### src/rtl/dds_sweep_ctrl.sv
// dds_sweep_ctrl: frequency-sweep sequencer for the DDS core.
// Latches a sweep profile on start, drives Fword/Pword and the DDS reset,
// and steps Fword from f_start towards f_stop, holding each value for a
// programmable dwell.
// Optional build macro: SWEEP_TRIANGLE_EN (up/down triangle sweep instead
// of sawtooth; the direction register exists only in that build).
//
// state | meaning
// IDLE  | DDS held in reset, waiting for start
// ALIGN | one cycle: load first Fword/Pword, DDS still in reset
// RUN   | DDS running, Fword stepped every dwell cycles
// DONE  | single sweep finished, DDS held in reset, start re-arms
module dds_sweep_ctrl #(
    parameter int FW = 8,
    parameter int PW = 9,
    parameter int DW = 16
) (
    input  logic          clk,
    input  logic          reset,
    input  logic          start,
    input  logic          abort,
    input  logic          cont,
    input  logic [FW-1:0] f_start,
    input  logic [FW-1:0] f_stop,
    input  logic [FW-1:0] f_step,
    input  logic [PW-1:0] p_offset,
    input  logic [DW-1:0] dwell,
    output logic [FW-1:0] Fword,
    output logic [PW-1:0] Pword,
    output logic          dds_reset,
    output logic          busy,
    output logic          done,
    output logic          wrap
);

    typedef enum logic [1:0] {IDLE, ALIGN, RUN, DONE} state_t;

    state_t state, state_next;

    logic [FW-1:0] sh_start, sh_stop, sh_step;
    logic [PW-1:0] sh_poff;
    logic [DW-1:0] sh_dwell;
    logic          sh_cont;
    logic [DW-1:0] cnt;

    logic          busy_d, dds_reset_d, done_d, wrap_d;
    logic          degen, dwell_end, sweep_end;
    logic [FW:0]   sum;
    logic [FW-1:0] up_val;

`ifdef SWEEP_TRIANGLE_EN
    logic          dir_down;
    logic [FW:0]   dn_floor;
    logic [FW-1:0] dn_val;
`endif

    // Sweep datapath helpers; the sum is one bit wider so overflow clamps to f_stop
    always_comb begin
        degen     = (sh_stop <= sh_start) || (sh_step == '0);
        dwell_end = (cnt == '0);
        sum       = {1'b0, Fword} + {1'b0, sh_step};
        up_val    = (sum > {1'b0, sh_stop}) ? sh_stop : sum[FW-1:0];
`ifdef SWEEP_TRIANGLE_EN
        // Compare before subtracting so a step below f_start clamps instead of underflowing
        dn_floor  = {1'b0, sh_start} + {1'b0, sh_step};
        dn_val    = ({1'b0, Fword} < dn_floor) ? sh_start : (Fword - sh_step);
        sweep_end = (state == RUN) && dwell_end &&
                    (degen || (dir_down && (Fword == sh_start)));
`else
        sweep_end = (state == RUN) && dwell_end && (degen || (Fword == sh_stop));
`endif
    end

    // State register
    always_ff @(posedge clk or negedge reset) begin
        if (!reset) state <= IDLE;
        else        state <= state_next;
    end

    // Next-state logic; abort wins over start and over end of sweep
    always_comb begin
        state_next = state;
        case (state)
            IDLE, DONE: if (start) state_next = ALIGN;
            ALIGN:      state_next = abort ? IDLE : RUN;
            RUN: begin
                if (abort)                      state_next = IDLE;
                else if (sweep_end && !sh_cont) state_next = DONE;
            end
            default:    state_next = IDLE;
        endcase
    end

    // Output decode; values are registered below so every output is a flop.
    // dds_reset drops only on the second RUN cycle, one edge after Fword is valid.
    always_comb begin
        busy_d      = (state_next == ALIGN) || (state_next == RUN);
        dds_reset_d = !((state == RUN) && (state_next == RUN));
        done_d      = (state == RUN) && (state_next == DONE);
        wrap_d      = (state == RUN) && !abort && sweep_end && sh_cont;
    end

    // Output registers
    always_ff @(posedge clk or negedge reset) begin
        if (!reset) begin
            busy      <= 1'b0;
            dds_reset <= 1'b1;
            done      <= 1'b0;
            wrap      <= 1'b0;
        end else begin
            busy      <= busy_d;
            dds_reset <= dds_reset_d;
            done      <= done_d;
            wrap      <= wrap_d;
        end
    end

    // Profile shadow registers, dwell down-counter and Fword/Pword stepping
    always_ff @(posedge clk or negedge reset) begin
        if (!reset) begin
            sh_start <= '0;
            sh_stop  <= '0;
            sh_step  <= '0;
            sh_poff  <= '0;
            sh_dwell <= '0;
            sh_cont  <= 1'b0;
            cnt      <= '0;
            Fword    <= '0;
            Pword    <= '0;
`ifdef SWEEP_TRIANGLE_EN
            dir_down <= 1'b0;
`endif
        end else begin
            case (state)
                IDLE, DONE: begin
                    if (start) begin
                        sh_start <= f_start;
                        sh_stop  <= f_stop;
                        sh_step  <= f_step;
                        sh_poff  <= p_offset;
                        sh_dwell <= (dwell == '0) ? DW'(1) : dwell;
                        sh_cont  <= cont;
                    end
                end
                ALIGN: begin
                    if (!abort) begin
                        Fword <= sh_start;
                        Pword <= sh_poff;
                        cnt   <= sh_dwell - DW'(1);
`ifdef SWEEP_TRIANGLE_EN
                        dir_down <= 1'b0;
`endif
                    end
                end
                RUN: begin
                    if (!abort) begin
                        if (dwell_end) begin
                            cnt <= sh_dwell - DW'(1);
`ifdef SWEEP_TRIANGLE_EN
                            if (sweep_end) begin
                                if (sh_cont) begin
                                    dir_down <= 1'b0;
                                    Fword    <= degen ? sh_start : up_val;
                                end
                            end else if (!dir_down) begin
                                if (Fword == sh_stop) begin
                                    dir_down <= 1'b1;
                                    Fword    <= dn_val;
                                end else begin
                                    Fword <= up_val;
                                end
                            end else begin
                                Fword <= dn_val;
                            end
`else
                            if (sweep_end) begin
                                if (sh_cont) Fword <= sh_start;
                            end else begin
                                Fword <= up_val;
                            end
`endif
                        end else begin
                            cnt <= cnt - DW'(1);
                        end
                    end
                end
                default: ;
            endcase
        end
    end

endmodule

### config.mk
export PLATFORM = sky130hd
export DESIGN_NAME = dds_sweep_ctrl
export DESIGN_NICKNAME = d
export VERILOG_FILES = /design/src/rtl/dds_sweep_ctrl.sv
export SDC_FILE = /design/constraint.sdc
export NUM_CORES = 1
export LEC_CHECK = 0
export ABC_AREA = 1
export CAP_MARGIN = 20
export CORE_MARGIN = 2
export CORE_UTILIZATION = 32
export CTS_BUF_LIST = sky130_fd_sc_hd__clkbuf_16
export CTS_CLUSTER_DIAMETER = 40
export CTS_CLUSTER_SIZE = 12
export DETAILED_ROUTE_END_ITERATION = 7
export GPL_ROUTABILITY_DRIVEN = 0
export HOLD_SLACK_MARGIN = 0.03
export PLACE_DENSITY = 0.58
export SLEW_MARGIN = 10
export SYNTH_ARGS = -nofsm -noshare
export SYNTH_HDL_FRONTEND = slang
export SYNTH_SLANG_ARGS = --single-unit
### constraint.sdc
create_clock -name clk -period 5.54 [get_ports clk]
set_input_delay 0.831 -clock clk [delete_from_list [all_inputs] [get_ports clk]]
set_output_delay 0.831 -clock clk [all_outputs]
set_load 0.005 [all_outputs]
== Yosys cells after proc, flatten, opt, wreduce, memory -nomap -nowiden ==
Index checks and enable logic that the tools add are counted.

* Bits in latches: 0
* Logic and storage cells: 72
* Input port bits: 54
* Register bits after elaboration: 89
* Memory bits (read-only): 0
* Memories: 0
* RAM bits: 0

* Equal/unequal tests: 11
* $mul: 0
* Reduce and logical (&&, ||, !) cells: 24
* Shift operators: 0
* Add/sub/neg operators: 3
* Div/mod/pow operators: 0
* Magnitude comparators: 2
* Bitwise gates (word level): 1
* Mux-type cells: 17

{| class="wikitable"
|+ Operator list
! cell !! count
|-
| 16-bit 2-to-1 mux || 4
|-
| 8-bit 2-to-1 mux || 6
|-
| 16-bit zero test || 2
|-
| 16-bit case mux with 2 select lines || 1
|-
| 16-bit by 1-bit subtractor with 16-bit output, second input constant || 2
|-
| 8-bit case mux with 2 select lines || 1
|-
| 8-bit by 8-bit adder with 9-bit output || 1
|-
| 9-bit by 8-bit greater-than comparator with 1-bit output || 1
|-
| 2-bit equality test, second input constant || 4
|-
| 8-bit equality test || 1
|-
| 8-bit less-or-equal comparator || 1
|-
| 1-bit logical AND || 8
|-
| 8-bit zero test || 1
|-
| 2-bit 2-to-1 mux || 4
|-
| 2-bit != test, second input constant || 3
|-
| 2-bit case mux with 3 select lines || 1
|-
| 5-bit AND reduction || 1
|-
| 2-bit by 1-bit equality test with 1-bit output, second input constant || 2
|-
| 2-bit AND reduction || 2
|-
| 1-bit zero test || 3
|-
| 1-bit logical OR || 3
|-
| 3-bit != test, second input constant || 1
|-
| 3-bit AND reduction || 1
|-
| 2-bit zero test || 1
|-
| 3 further kinds || 3
|}

== Depth between registers and ports, before layout ==
* Word-level depth: 11
* Mapped depth: 21
* Depth with buffers taken out: 21

== Least setup slack after synthesis ==
Ideal clock, no wire load.

* Path type: register to register
* From: reg Fword[0]
* To: reg Fword[2]
* Stages on the path, launching flop included: 21
* Slack: 2,671 ps
* Data arrival time: 2,752 ps
* Buffers on the path: 0
* Cells stage by stage: dfrtp_1 ha_1 fa_1 nand3_1 nand2_1 nand2_1 nand3_1 xor2_1 inv_1 ha_1 a21o_1 a21oi_1 nand2_1 nand2_1 nand2_2 nor2_1 nor2_1 nand2_1 nand2_1 nand2_1 nand2_1

* Cells in the longest elaborated chain, start to end: 7
* Elaborated cells between the ends (all ways): 12

{| class="wikitable"
|+ Ends and longest elaborated chain
! item !! line !! source
|-
| from (decl) || 28 || <nowiki>output logic [FW-1:0] Fword,</nowiki>
|-
| from (signal assigned) || 147 || <nowiki>Fword <= sh_start;</nowiki>
|-
| from (signal assigned) || 177 || <nowiki>if (sh_cont) Fword <= sh_start;</nowiki>
|-
| from (signal assigned) || 179 || <nowiki>Fword <= up_val;</nowiki>
|-
| 8-bit by 8-bit adder with 9-bit output / 8-bit equality test (equally long branches) || 61, 70 ||
|-
| 9-bit by 8-bit greater-than comparator with 1-bit output / 1-bit logical OR (equally long branches) || 62, 70 ||
|-
| 8-bit 2-to-1 mux / 1-bit logical AND (equally long branches) || 62, 70 ||
|-
| 8-bit 2-to-1 mux || 176 || <nowiki>if (sweep_end) begin</nowiki>
|-
| 8-bit 2-to-1 mux || 157 || <nowiki>if (dwell_end) begin</nowiki>
|-
| 8-bit 2-to-1 mux || 156 || <nowiki>if (!abort) begin</nowiki>
|-
| 8-bit case mux with 2 select lines || 134 || <nowiki>case (state)</nowiki>
|}

Several ways; a longest one is shown, not always the timed one. The select of a mux whose other input is x is not followed.
A chain may end at the register's enable or synchronous reset.

== Worst setup path after layout ==
Same ends and word-level chain as after synthesis.

==> results.yml <==
outcome:
  status: "finished, final reports clean"
hold_path:
  hold_path_class: "input pin to async pin"
die:
  rows: 47
  die_w_um: 133.1
  die_y_um: 133.1
  pin_count: 75
  die-area_um2: 17720
  start_util_pct: 32.41
  core_area_um2: 16470
timing:
  period_share_pct: 56.57
  period_needed_ps: 3134
  rsz0062_at_grt: "no"
  clock.fmax_mhz: 319.1
  setup-violations-final: 0
  worst_pin_slew_ps: 721.5
  finalMaxSlewViolations: 0
  hold_viol_final: 0
  slew_headroom_pct: 51.78
  fin_tns_setup_ps: 0
  fin_worst_skew_ps: 4.967
cells_and_area:
  fillers: 1776
  fin_util_pct: 40.13
  antenna_cells: 0
  nets: 855
  final_area_um2: 6608
  synthToLayoutAreaGrowth_pct: 23.82
  drive_above_1_share_pct: 6.314
setup_path:
  crit_arrival_ps: 3380
  start_kind: "flip-flop"
  end_kind: "flip-flop"
  cp_data_required_time_ps: 5780
  r2r_slack_ps: 2410
  r2r-start: "Fword[0]"
  r2r_end: "Fword[2]"
  ff2ff_path_depth: 20
  critical_path.max_fanout: 9
  path_class: "flip-flop to flip-flop"
routing:
  vias: 4593
  drt_pass1_iterations: 4
  drtAntennaViolNets: 0
  drc: 0
  vias_per_cell: 4.611
  wl_per_cell_um: 13.01
  wirelength_um: 12960
  drt-initial-drc-count: 307
global_routing:
  track_usage_pct: 15.78
  gr-usage-met1_pct: 22.80
  met2_usage_pct: 23.95
  grt_max_degree: 54
  grt_first_pass_wirelength_um: 22380
  gr-total-overflow: 0
  grt_pass1_vias: 4457
  grt.met3_usage_pct: 2.207
  busiest_layer: "met2"
  antenna_found_initial: 0
synth:
  synth_top_area_share_pct: 41.27
  synth_compound_area_share_pct: 10.36
  syn_area_um2: 5336
  yosys.area_share.simple_pct: 29.03
  ys_ff_latch: 89
  synth_xor_area_share_pct: 4.267
  yosysSeqAreaShare_pct: 41.76
  async_flop_share_pct: 100.0
  yosys-mux-area-fraction_pct: 0
  synthCells: 700
  avgSynthCellArea_um2: 7.623
  synth_edf_count: 0
  yosysWarnings: 0
  synth_top_family_by_area: "simple AND/OR/NAND/NOR gates"
  synth_nets: 784
  ys.flop_type: "dfrtp_1"
  synth_cell_type_count: 45
  synthAdderAreaFrac_pct: 7.175
  synthTopCellsByCount: "nand2_1, dfrtp_1, inv_1"
  synth.area.top_cells: "dfrtp_1, nand2_1, ha_1"
  synth_top_cell_by_area: "dfrtp_1"
  yosysMostFrequentCell: "nand2_1"
power:
  ir_drop_mv: 0.2624
  cellLeakagePower_nw: 3.174
  p_per_area_nw_per_um2: 620.9
clocking:
  ctsHtreeMaxLevel: 3
  cts_root_buf: "clkbuf_16"
  cts_resized: 0
  clkTransAtPathRegs_ps: 70
  post-cts-setup-buffers: 0
  clock_latency_ps: 350
  cts_max_path_buffers: 2
  cts_tree: "yes"
  cts_buffers: 9
  cts_sinks: 89
  cts_hold_buf: 0
placement:
  port_buffers: 74
  place_hpwl_um: 9822
  placed_area_um2: 6304
job:
  max_cap_viol_count: 0
==> worst max-delay path, cell delays in order (launching register included) <==
cell and delay [ps]:
dfrtp_1 430, ha_1 250, fa_1 400, nand3_1 90, nand2_1 80, nand2_1 90, nand3_1 80, xor2_1 190
inv_1 60, ha_1 290, a21o_1 160, a21oi_1 120, nand2_1 60, nand2_1 220, nand2_2 160, nor2_1 120
nor2_1 40, nand2_1 50, nand2_1 40, nand2_1 50, nand2_1 40
==> registers in the layout, summed over array words and instances, names as in the netlist <==
name       cells
Fword          8
Pword          9
busy           1
cnt           16
dds_reset      1
done           1
sh_cont        1
sh_dwell      16
sh_poff        9
sh_start       8
sh_step        8
sh_stop        8
state          2
wrap           1
==> report_power, final <==
group	internal (mW)	switching, mW	leakage [nW]
registers	0.960	0.267	1.10
logic	0.896	1.34	1.93
clock network	0.357	0.285	0.150
total	2.21	1.89	3.17
==> cells in the final DEF, fill, tap and decap left out, types with 4 or more instances in the layout <==
cell,n
nor2_2,8
nor4_1,5
nand4_1,6
inv_1,78
xor2_1,15
ha_1,29
inv_6,5
o211ai_1,6
o21ai_1,5
clkdlybuf4s50_1,73
dfrtp_1,88
o21ai_0,55
nor3_1,4
nor2_1,51
nand2_1,230
a21oi_1,24
xnor2_1,11
nand3_1,29
clkbuf_16,9
inv_2,4
==> layout make-up <==
| class | instances | area (µm²) | share of cell area, % |
|---|---|---|---|
| clock buffer | 9 | 225.2 | 3.408 |
| clock inverter | 7 | 78.83 | 1.193 |
| inverter | 83 | 321.6 | 4.866 |
| multi-input combinational | 512 | 2713 | 41.05 |
| sequential | 89 | 2228 | 33.72 |
| tap | 220 | 275.3 | 4.166 |
| timing repair buffer | 76 | 765.7 | 11.59 |
==> per-stage QoR <==
stage	hold slack (ps)	worst slack [ps]	instances	total power, mW
2_1_floorplan	449.2	2671	700	2.854
3_3_place_gp	458.9	2201	979	3.466
3_5_place_dp	464.3	2399	980	3.488
4_1_cts	460.6	2375	996	4.158
5_1_grt	487.2	2055	996	4.584
6_report	438.8	2406	996	4.103
==> routing by layer <==
metal  share of wire [%]  wire length, µm  vias up
met4                 2.0              261        0
li1                    -                -     2387
met2                  44             5694       81
met3                 3.7              485       15
met5                   0                0        -
met1                  50             6520     2110
==> kinds of logic (layout without fill, tap and decap cells) <==
logic type	after synthesis	in the layout
AND/OR/NAND/NOR	354	354
AO/OA/AOI/OAI	102	102
buffers and inverters	99	175
flip-flops	89	89
adder cells (fa/ha/maj)	30	30
XOR/XNOR	26	26
==> worst max-delay path by stage <==
stage	startpoint	endpoint	slack [ps]	cells after the start
4_1_cts	Fword[0]	Fword[2]	2380	20
3_3_place_gp	start	sh_dwell[13]	2200	5
2_1_floorplan	Fword[0]	Fword[2]	2670	20
6_report	Fword[0]	Fword[2]	2410	20
3_5_place_dp	Fword[0]	Fword[2]	2400	20
5_1_grt	Fword[0]	Fword[2]	2060	20
Note: power is estimated with default switching activity, not from simulation.
